$ cat config.mk
export PLATFORM = sky130hd
export DESIGN_NAME = fetch_unit
export DESIGN_NICKNAME = d
export VERILOG_FILES = /design/src/rtl/fetch_unit.sv
export SDC_FILE = /design/constraint.sdc
export NUM_CORES = 1
export LEC_CHECK = 0
export ABC_AREA = 1
export BUFFER_PORTS_ARGS = -buffer_cell sky130_fd_sc_hd__clkbuf_2
export CORE_UTILIZATION = 30
export CTS_CLUSTER_SIZE = 12
export DETAILED_ROUTE_END_ITERATION = 10
export GPL_TIMING_DRIVEN = 0
export SETUP_SLACK_MARGIN = 0.02
export SKIP_CTS_REPAIR_TIMING = 1
export SYNTH_ARGS = -nofsm -noshare
export SYNTH_HDL_FRONTEND = slang
export SYNTH_SLANG_ARGS = --single-unit
$ cat constraint.sdc
create_clock -name clk -period 2.15 [get_ports clk]
set_clock_uncertainty 0.2 [all_clocks]
set_input_delay 0.645 -clock clk [delete_from_list [all_inputs] [get_ports clk]]
set_output_delay 0.645 -clock clk [all_outputs]
set_load 0.01 [all_outputs]
$ cat src/rtl/fetch_unit.sv
// fetch_unit: riscy32_single fetch stage (PC, imem handshake, instr hold/split).
// Optional FETCH_MISALIGN_TRAP_EN: misaligned taken target faults instead of being masked.
module fetch_unit #(
  parameter logic [31:0] RESET_PC = 32'h0000_0000,
  parameter int          TIMEOUT  = 16
) (
  input  logic        clk,
  input  logic        rst_n,
  output logic        imem_req,
  output logic [31:0] imem_addr,
  input  logic        imem_ready,
  input  logic        imem_rvalid,
  input  logic [31:0] imem_rdata,
  input  logic        PCSrc,
  input  logic [31:0] PCTarget,
  input  logic        instr_ack,
  output logic        instr_valid,
  output logic [31:0] instr,
  output logic [31:0] pc,
  output logic [31:0] pc_plus4,
  output logic [6:0]  op,
  output logic [2:0]  funct3,
  output logic        funct7,
  output logic        fetch_fault
);

  localparam int CW = (TIMEOUT > 1) ? $clog2(TIMEOUT) : 1;
  localparam logic [CW-1:0] CNT_LAST = CW'(TIMEOUT - 1);

  typedef enum logic [2:0] {
    IDLE, FETCH, WAIT, ISSUE, FAULT
  } state_t;

  state_t        state, state_n;
  logic [CW-1:0] cnt, cnt_n;
  logic [31:0]   pc_n, instr_n;
  logic [31:0]   tgt;
  logic          misalign;
  logic          tgt_unused;

  assign imem_addr = pc;
  assign pc_plus4  = pc + 32'd4;
  assign op        = instr[6:0];
  assign funct3    = instr[14:12];
  assign funct7    = instr[30];

  // Low target bits are either trapped on or silently masked.
`ifdef FETCH_MISALIGN_TRAP_EN
  assign tgt      = {PCTarget[31:1], 1'b0};
  assign misalign = PCSrc & PCTarget[1];
`else
  assign tgt      = {PCTarget[31:2], 2'b00};
  assign misalign = 1'b0;
`endif
  assign tgt_unused = ^PCTarget[1:0];

  always_comb begin
    state_n = state;
    cnt_n   = cnt;
    pc_n    = pc;
    instr_n = instr;
    unique case (state)
      IDLE: state_n = FETCH;
      FETCH: begin
        if (imem_ready) begin
          state_n = WAIT;
          cnt_n   = '0;
        end
      end
      WAIT: begin
        cnt_n = cnt + 1'b1;
        if (imem_rvalid) begin
          instr_n = imem_rdata;
          state_n = ISSUE;
        end else if (cnt == CNT_LAST) begin
          state_n = FAULT;
        end
      end
      ISSUE: begin
        if (instr_ack) begin
          if (misalign) begin
            state_n = FAULT;
          end else begin
            pc_n    = PCSrc ? tgt : pc_plus4;
            state_n = FETCH;
          end
        end
      end
      FAULT: state_n = FAULT;
      default: state_n = IDLE;
    endcase
  end

  always_ff @(posedge clk or negedge rst_n) begin
    if (!rst_n) begin
      state       <= IDLE;
      cnt         <= '0;
      pc          <= RESET_PC;
      instr       <= 32'h0000_0013;
      imem_req    <= 1'b0;
      instr_valid <= 1'b0;
      fetch_fault <= 1'b0;
    end else begin
      state       <= state_n;
      cnt         <= cnt_n;
      pc          <= pc_n;
      instr       <= instr_n;
      imem_req    <= (state_n == FETCH);
      instr_valid <= (state_n == ISSUE);
      fetch_fault <= (state_n == FAULT);
    end
  end

endmodule

==> flow_summary.json, run 1 <==
{
  "status": "complete, but fails checks",
  "failed_checks": "negative setup slack",
  "cts.clk_slew.worst_paths_ns": 0.06,
  "synth-seq-area-share_pct": 40.7,
  "yosys_warnings": 0,
  "ios": 212,
  "antenna_left": 0,
  "cts_root_buf": "clkbuf_16",
  "finalCritPeriodShare_pct": 122,
  "avgSynthCellArea_um2": 7.08,
  "numCtsBuffers": 9,
  "synth_top_family_by_area": "simple AND/OR/NAND/NOR gates",
  "synth-simple-area-share_pct": 37.0,
  "hold_viol": 0,
  "syn_inst": 627,
  "crit_required_ns": 1.30,
  "cp_max_fo": 5,
  "die_w_um": 124,
  "ir_drop_uv": 584,
  "setup_violations": 28,
  "period_needed_ns": 2.62,
  "grt_pass1_vias": 3949,
  "reg2reg_depth": 7,
  "layout-drive-gt1-share_pct": 46.2,
  "slew-limit-headroom_pct": 52.0,
  "worstSetupPathType": "register to output pin",
  "worst_pin_slew_ns": 0.719,
  "hpwl_um": 10200,
  "drv_cap": 0,
  "hold_ws_ns": 0.0315,
  "detail_route.wirelength_um": 13900,
  "routed_via_density": 4.36,
  "drv_slew": 0,
  "track_usage_pct": 17.5,
  "synth_xor_area_share_pct": 1.78,
  "muxShareOfSynthArea_pct": 0,
  "synth_compound_area_share_pct": 5.78,
  "gp_congestion": 0.830,
  "antenna_found_initial": 0,
  "start_util_pct": 30.6,
  "ctsHtreeMaxLevel": 3,
  "drt_first_iter_violations": 160,
  "synth_area_mm2": 0.00444,
  "nets": 956,
  "tns_ns": -9.26,
  "grt.overflow.total": 0,
  "final_util_pct": 45.4,
  "grt_start_max_net_pins": 52,
  "synth.ff_latch_count": 72,
  "power.density_mw_per_mm2": 1380,
  "max_freq_ghz": 0.382,
  "hold_class": "input pin to async pin",
  "fillers": 1452,
  "syn2layout_area_growth_pct": 48.3,
  "yosysUniqueCellTypes": 33,
  "rsz0062_at_grt": "yes",
  "clkLatencyLatePin_ns": 0.35,
  "placedCellCount": 1019,
  "first_pass_iters": 6,
  "critPathLaunch": "imem_addr[2]",
  "fin_cells": 1073,
  "grt_pass1_wl_um": 20100,
  "p_leak_nw": 3.73,
  "r2r_start": "state[2]",
  "setup.worst_path.end_class": "output pin",
  "chipHeight_um": 124,
  "cts_tree": "done",
  "wl_per_cell_um": 12.9,
  "clock-sinks": 72,
  "multi_input_area_mm2": 0.00225,
  "portBuffers": 202,
  "fin_ws_ns": -0.469,
  "seq_area_mm2": 0.00184,
  "via_count": 4675,
  "cts.path.max_buffers": 2,
  "antenna_cells": 0,
  "cp-start-kind": "register",
  "synth_fa_ha_area_share_pct": 0.564,
  "rows": 44,
  "core-area_mm2": 0.0145,
  "crit_arrival_ns": 1.77,
  "die_area_mm2": 0.0153,
  "dp_slack_ns": -0.275,
  "drc_errors": 0
}
power breakdown:
part | leakage [nW] | total [mW] | internal, mW | switching, mW
logic | 2.74 | 4.92 | 2.32 | 2.59
clock network | 0.125 | 1.42 | 0.785 | 0.639
registers | 0.865 | 2.71 | 2.02 | 0.690
registers in the layout, indices dropped and copies added (netlist names):
register	flops
state	3
imem_addr	30
cnt	4
fetch_fault	1
imem_req	1
instr_valid	1
instr	32
cell type report:
cell class	count	share of cell area, %
timing repair buffer	241	20.7
multi-input combinational	446	34.2
clock buffer	10	3.48
clock inverter	6	0.685
sequential	72	27.9
inverter	48	2.74
tap	184	3.50
buffer	66	6.77
path summary, 6_finish.rpt:
check                      slack (ns)            to
setup / recovery                -0.47  pc_plus4[20]
hold / removal                   0.03  imem_addr[9]
setup reg to reg                 0.41      instr[8]
hold reg to reg                  0.27      instr[1]
max in group asynchronous        1.14     instr[13]
min in group clk                 0.27      instr[1]
metrics by stage:
step | power [mW] | area [um2]
2_1_floorplan | 5.15 | 4470
3_5_place_dp | 6.90 | 5750
6_report | 9.06 | 6580
5_1_grt | 9.84 | 6580
3_3_place_gp | 6.84 | 5720
4_1_cts | 8.36 | 6020
cells in the final DEF, fill, tap and decap left out, types with 2 or more instances in the layout:
cell type     n
dfrtp_1      43
o21ai_1       8
a21boi_2      2
nor2_4       11
xor2_1        4
clkbuf_4      2
dfrtp_2      26
o21ai_0      23
xor2_2        3
buf_2        12
o22ai_1       6
clkbuf_1     12
clkinvlp_4    3
nand3_2       4
buf_4        85
clkbuf_16     9
buf_6         7
clkbuf_2    189
nand2_1     229
conb_1        6
nor2_2       13
a21oi_1       3
nor2_1       55
nand3_1      33
nand2_2      20
inv_2         2
inv_1        46
nand2_4       7
nand4_1       3
dfstp_2       3
nor2_8        4
critical path: stages, from the launching register on:
cell	delay, ns
dfrtp_2	0.43
ha_4	0.19
nand3_2	0.12
nor2_4	0.19
nand2_4	0.10
nor2_1	0.11
nand2_1	0.08
nand2_1	0.09
buf_2	0.14
cell usage after synthesis:
cell type / number / area share (%)
nor2_8: 4 / 1.8
nand4_1: 3 / 0.42
inv_1: 48 / 4.1
a21boi_0: 1 / 0.17
o21ai_1: 5 / 0.56
dfstp_2: 3 / 1.8
nand3_1: 37 / 4.2
buf_4: 48 / 8.1
nand2_2: 3 / 0.42
nand2_1: 250 / 21
and2_1: 1 / 0.14
a21boi_2: 2 / 0.51
o31ai_1: 1 / 0.17
dfrtp_1: 69 / 39
o22ai_1: 6 / 0.85
nand3b_1: 1 / 0.17
conb_1: 1 / 0.085
a21oi_1: 3 / 0.34
nor2_1: 73 / 6.2
o21ai_0: 27 / 3.0
a31oi_1: 1 / 0.14
nand2_4: 3 / 0.76
or2_2: 1 / 0.14
nand2_8: 1 / 0.45
ha_1: 2 / 0.56
clkbuf_1: 11 / 0.93
clkbuf_4: 1 / 0.17
buf_6: 1 / 0.25
xor2_1: 7 / 1.4
buf_2: 5 / 0.56
nor2_4: 3 / 0.76
nor2_2: 3 / 0.42
xnor2_1: 2 / 0.39
per-layer routing:
metal	GRT usage, %	routed length, um	vias up
li1	-	-	2392
met1	21.1	5930	2093
met2	29.5	6660	175
met3	6.18	1080	15
met4	4.67	200	0
met5	0	0	-
logic make-up after synthesis:
family	after synthesis
other cells	1
flops	72
fa+ha+maj	2
compound gates	46
xor+xnor	9
buf+inv	114
simple gates	383
(Power assumes the default switching activity.)
==> inputs of run 2 (changes only) <==
--- a/config.mk
+++ b/config.mk
@@ -7,11 +7,12 @@
 export LEC_CHECK = 0
 export ABC_AREA = 1
 export BUFFER_PORTS_ARGS = -buffer_cell sky130_fd_sc_hd__clkbuf_2
+export CAP_MARGIN = 20
 export CORE_UTILIZATION = 30
 export CTS_CLUSTER_SIZE = 12
 export DETAILED_ROUTE_END_ITERATION = 10
 export GPL_TIMING_DRIVEN = 0
-export SETUP_SLACK_MARGIN = 0.02
+export SETUP_SLACK_MARGIN = 0.15
 export SKIP_CTS_REPAIR_TIMING = 1
 export SYNTH_ARGS = -nofsm -noshare
 export SYNTH_HDL_FRONTEND = slang
==> run 2 against run 1 <==
  * The flow finishes with violations (negative hold slack, negative setup slack)
  * Combinational power increased by 3%
  * Utilization rose by 0.48 points
  * Register-to-register slack got worse by 0.04 ns
  * Critical endpoint is now pc_plus4[22]
  * Largest power group unchanged
==> flow_summary.json, run 2 (same netlist as run 1, synthesis figures left out) <==
{
  "antenna_found_initial": 0,
  "combPwrFrac_pct": 54.9,
  "cts.clk_slew.worst_paths_ns": 0.06,
  "grt_pass1_wl_um": 20600,
  "reg2reg_depth": 11,
  "layout-drive-gt1-share_pct": 46.0,
  "worst_pin_slew_ns": 0.649,
  "antenna_cells": 0,
  "largest_reg_flops": 32,
  "drt_first_iter_violations": 220,
  "hold_class": "input pin to async pin",
  "routed_via_density": 4.34,
  "failed_checks": "negative hold slack, negative setup slack",
  "grt_pass1_vias": 4085,
  "final_common_cell": "nand2_1",
  "p_leak_nw": 3.73,
  "syn2layout_area_growth_pct": 49.8,
  "hold_viol": 10,
  "drv_cap": 0,
  "reg2reg_slack_ns": 0.37,
  "cts.path.max_buffers": 2,
  "ios": 212,
  "power.density_mw_per_mm2": 1380,
  "final_cell_mix": "nand2_1 (223), clkbuf_2 (179), nor2_1 (61)",
  "p_seq_share_pct": 29.8,
  "ctsHtreeMaxLevel": 3,
  "worstSetupPathType": "register to output pin",
  "first_pass_iters": 5,
  "drv_slew": 0,
  "grt.overflow.total": 0,
  "rows": 44,
  "numCtsBuffers": 9,
  "finalCritPeriodShare_pct": 120,
  "power.clock.fraction_pct": 15.3,
  "detail_route.wirelength_um": 13700,
  "regMostFlops": "instr",
  "start_util_pct": 30.6,
  "fillers": 1503,
  "die_w_um": 124,
  "cp-start-kind": "register",
  "setup.worst_path.end_class": "output pin",
  "p_int_mw": 5.29,
  "seq_area_mm2": 0.00184,
  "hpwl_um": 10200,
  "rsz0062_at_grt": "yes",
  "hold_ws_ns": -0.00466,
  "p_sw_share_pct": 42.5,
  "drc_errors": 0,
  "cts_tree": "done",
  "status": "complete, but fails checks",
  "cp_max_fo": 5,
  "wl_per_cell_um": 12.9,
  "via_count": 4623,
  "core-area_mm2": 0.0145,
  "multi_input_area_mm2": 0.00223,
  "track_usage_pct": 17.9,
  "r2r-end": "imem_addr[30]",
  "setup_violations": 28,
  "antenna_left": 0,
  "final_util_pct": 45.9,
  "chipHeight_um": 124,
  "die_area_mm2": 0.0153,
  "grt_start_max_net_pins": 58,
  "p_total_mw": 9.20,
  "cts_root_buf": "clkbuf_16",
  "nets": 948,
  "ir_drop_uv": 734,
  "clock-sinks": 72,
  "max_freq_ghz": 0.386,
  "placedCellCount": 1019,
  "portBuffers": 202,
  "fin_cells": 1065,
  "slew-limit-headroom_pct": 56.7,
  "gp_congestion": 0.842,
  "r2r_start": "imem_addr[2]",
  "crit_arrival_ns": 1.74,
  "fin_ws_ns": -0.438,
  "crit_required_ns": 1.30,
  "power_switching_mw": 3.91,
  "clkLatencyLatePin_ns": 0.35,
  "period_needed_ns": 2.59
}
[run 2: worst max-delay path, stage by stage (launching register included)]
cell      delay, ns
dfrtp_2        0.42
nand2_1        0.13
nor2_1         0.21
nand2_2        0.13
nor2_8         0.18
nand2_1        0.08
nand2_2        0.07
nand2_2        0.06
clkbuf_2       0.12
[run 2: metal layers]
metal  part of all wire [%]  track usage (%)  wire length, um
met5                      0                0                0
met4                    1.6             6.48              219
met3                    7.5             5.36             1040
met2                     49             30.3             6760
met1                     42             21.5             5720
[run 2: cell type report]
cell class,count,share of cell area [%]
multi-input cells,446,33.5
clock buffers,10,3.44
well taps,184,3.46
flip-flops and latches,72,27.7
plain buffers,66,7.23
clock inverters,6,0.696
repair buffers,233,21.2
inverters,48,2.71
[run 2: stage by stage]
step | hold slack [ns] | instance area [um2] | TNS [ns] | setup slack, ns
6_report | -0.00466 | 6650 | -9.41 | -0.438
3_3_place_gp | 0.253 | 5760 | -38.23 | -0.673
2_1_floorplan | 0.149 | 4520 | 0 | 0.108
5_1_grt | 0.00313 | 6650 | -11.85 | -0.540
3_5_place_dp | 0.257 | 5790 | -2.17 | -0.170
4_1_cts | -0.00370 | 6070 | -11.92 | -0.553
[run 2: worst max-delay path by stage]
stage | startpoint | end | slack (ns)
after global placement | rst_n | imem_addr[2] | -0.67
after detailed placement | imem_addr[10] | pc_plus4[29] | -0.17
final | imem_addr[10] | pc_plus4[22] | -0.44
after global routing | imem_addr[2] | pc_plus4[28] | -0.54
after CTS | imem_addr[10] | pc_plus4[29] | -0.55
after floorplan | imem_addr[3] | pc_plus4[28] | 0.11
[run 2: power by group through the flow]
stage | combinational (mW) | sequential (mW) | clock (mW)
detailed placement | 4.25 | 2.72 | 0
floorplan | 2.40 | 2.81 | 0
global route | 5.65 | 2.84 | 1.49
CTS | 4.25 | 2.71 | 1.45
global placement | 4.19 | 2.72 | 0
finish | 5.05 | 2.74 | 1.41
==> inputs of run 3 (changes only) <==
--- a/config.mk
+++ b/config.mk
@@ -8,6 +8,7 @@
 export ABC_AREA = 1
 export BUFFER_PORTS_ARGS = -buffer_cell sky130_fd_sc_hd__clkbuf_2
 export CAP_MARGIN = 20
+export CORE_MARGIN = 2
 export CORE_UTILIZATION = 30
 export CTS_CLUSTER_SIZE = 12
 export DETAILED_ROUTE_END_ITERATION = 10
==> constraint.sdc (replaced) <==
create_clock -name clk -period 2.15 [get_ports clk]
set_clock_uncertainty 0.2 [all_clocks]
set_input_delay 0.43 -clock clk [delete_from_list [all_inputs] [get_ports clk]]
set_output_delay 0.43 -clock clk [all_outputs]
set_load 0.01 [all_outputs]
==> run 3 against run 2 <==
  * The flow finishes with violations (negative setup slack)
  * Fmax increased by 7.2%
  * Clock power increased by 18%
  * Global-route usage decreased by 0.83 points
  * Largest cell class unchanged
==> flow_summary.json, run 3 (same netlist as run 1, synthesis figures left out) <==
{
  "status": "complete, but fails checks",
  "failed_checks": "negative setup slack",
  "cts_tree": "done",
  "cp_max_fo": 5,
  "crit_required_ns": 1.52,
  "final_common_cell": "nand2_1",
  "ir_drop_uv": 608,
  "p_sw_share_pct": 42.1,
  "first_pass_iters": 4,
  "ctsHtreeMaxLevel": 3,
  "crit_arrival_ns": 1.78,
  "cts_root_buf": "clkbuf_16",
  "wl_per_cell_um": 13.1,
  "core-area_mm2": 0.0145,
  "cts.clk_slew.worst_paths_ns": 0.06,
  "syn2layout_area_growth_pct": 54.1,
  "regMostFlops": "instr",
  "grt_pass1_wl_um": 21300,
  "power.density_mw_per_mm2": 1400,
  "clkLatencyLatePin_ns": 0.34,
  "p_seq_share_pct": 28.6,
  "drv_cap": 0,
  "placedCellCount": 1019,
  "period_needed_ns": 2.41,
  "chipHeight_um": 126,
  "tns_ns": -4.07,
  "hold_class": "input pin to register",
  "p_int_mw": 5.53,
  "setup_violations": 25,
  "power.clock.fraction_pct": 17.5,
  "antenna_left": 0,
  "finalCritPeriodShare_pct": 112,
  "antenna_cells": 0,
  "fillers": 1486,
  "reg2reg_depth": 11,
  "routed_via_density": 4.37,
  "final_cell_mix": "nand2_1 (207), clkbuf_2 (180), buf_4 (84)",
  "r2r-end": "imem_addr[22]",
  "cts.path.max_buffers": 2,
  "grt_pass1_vias": 4139,
  "track_usage_pct": 17.1,
  "grt_start_max_net_pins": 39,
  "drv_slew": 0,
  "reg2reg_slack_ns": 0.33,
  "nets": 958,
  "die_w_um": 126,
  "start_util_pct": 30.6,
  "rsz0062_at_grt": "yes",
  "hold_ws_ns": 0.0607,
  "via_count": 4695,
  "r2r_start": "imem_addr[2]",
  "p_leak_nw": 3.81,
  "layout-drive-gt1-share_pct": 48.9,
  "dp_slack_ns": -0.173,
  "worst_pin_slew_ns": 0.659,
  "antenna_found_initial": 0,
  "gp_congestion": 0.828,
  "grt.overflow.total": 0,
  "hold_viol": 0,
  "power_switching_mw": 4.01,
  "die_area_mm2": 0.0158,
  "numCtsBuffers": 9,
  "slew-limit-headroom_pct": 56.1,
  "fin_cells": 1075,
  "use_met3_pct": 5.48,
  "hpwl_um": 10500,
  "setup.worst_path.end_class": "output pin",
  "ios": 212,
  "drt_first_iter_violations": 180,
  "max_freq_ghz": 0.414,
  "critPathLaunch": "imem_addr[2]",
  "met1_usage_pct": 20.7,
  "busiest_layer": "met2",
  "critPathCapture": "pc_plus4[10]",
  "rows": 44,
  "worstSetupPathType": "register to output pin",
  "portBuffers": 202,
  "combPwrFrac_pct": 53.9,
  "use_met2_pct": 28.8,
  "largest_reg_flops": 32,
  "drc_errors": 0,
  "cp-start-kind": "register",
  "clock-sinks": 72,
  "detail_route.wirelength_um": 14100,
  "fin_ws_ns": -0.265
}
[run 3: changes by cell type in the layout (fill, tap and decap cells not counted), sizes merged]
cell	change
buf	+7
bufinv	+2
clkbuf	+2
clkinv	-2
dlygate4sd3	+1
[run 3: how the worst min path moves through the flow]
stage                              from         to  depth (start not counted)
after floorplan                   rst_n     cnt[0]                          0
after global placement        instr[29]  instr[29]                          2
after detailed placement      instr[28]  instr[28]                          2
after CTS                         rst_n  instr[20]                          1
after global routing      imem_rdata[1]   instr[1]                          3
final                     imem_rdata[0]   instr[0]                          3
[run 3: routing by layer]
metal / vias to the layer above / wire length (um)
li1: 2401 / -
met1: 2096 / 5930
met2: 175 / 6770
met3: 23 / 1100
met4: 0 / 273
met5: - / 0
[run 3: worst max-delay path, stage by stage, from the launching register on]
cell,delay (ns)
dfrtp_1,0.43
ha_4,0.21
nand2_4,0.06
nor2_4,0.14
nand2_4,0.11
buf_4,0.16
xor2_1,0.16
buf_2,0.16
[run 3: cell type report]
type	count	area [um2]	area share [%]
Sequential cell	72	1830	26.8
Clock inverter	6	92.6	1.35
Inverter	48	180	2.64
Multi-Input combinational cell	446	2380	34.8
Buffer	66	445	6.52
Tap cell	184	230	3.37
Timing Repair Buffer	243	1440	21.0
Clock buffer	10	239	3.50
[run 3: power groups by stage]
stage               registers [mW]  clock network [mW]  logic [mW]
floorplan                     2.79                   0        2.34
finish                        2.72                1.67        5.15
global placement              2.71                   0        4.14
global route                  2.83                1.76        5.66
detailed placement            2.70                   0        4.20
CTS                           2.70                1.71        4.20
[run 3: stage by stage]
stage | power (mW) | utilization (%) | area, um2
CTS | 8.61 | 41.8 | 6050
detailed placement | 6.90 | 39.5 | 5720
finish | 9.54 | 47.2 | 6840
floorplan | 5.12 | - | 4460
global route | 10.3 | 47.2 | 6840
global placement | 6.85 | 39.3 | 5700
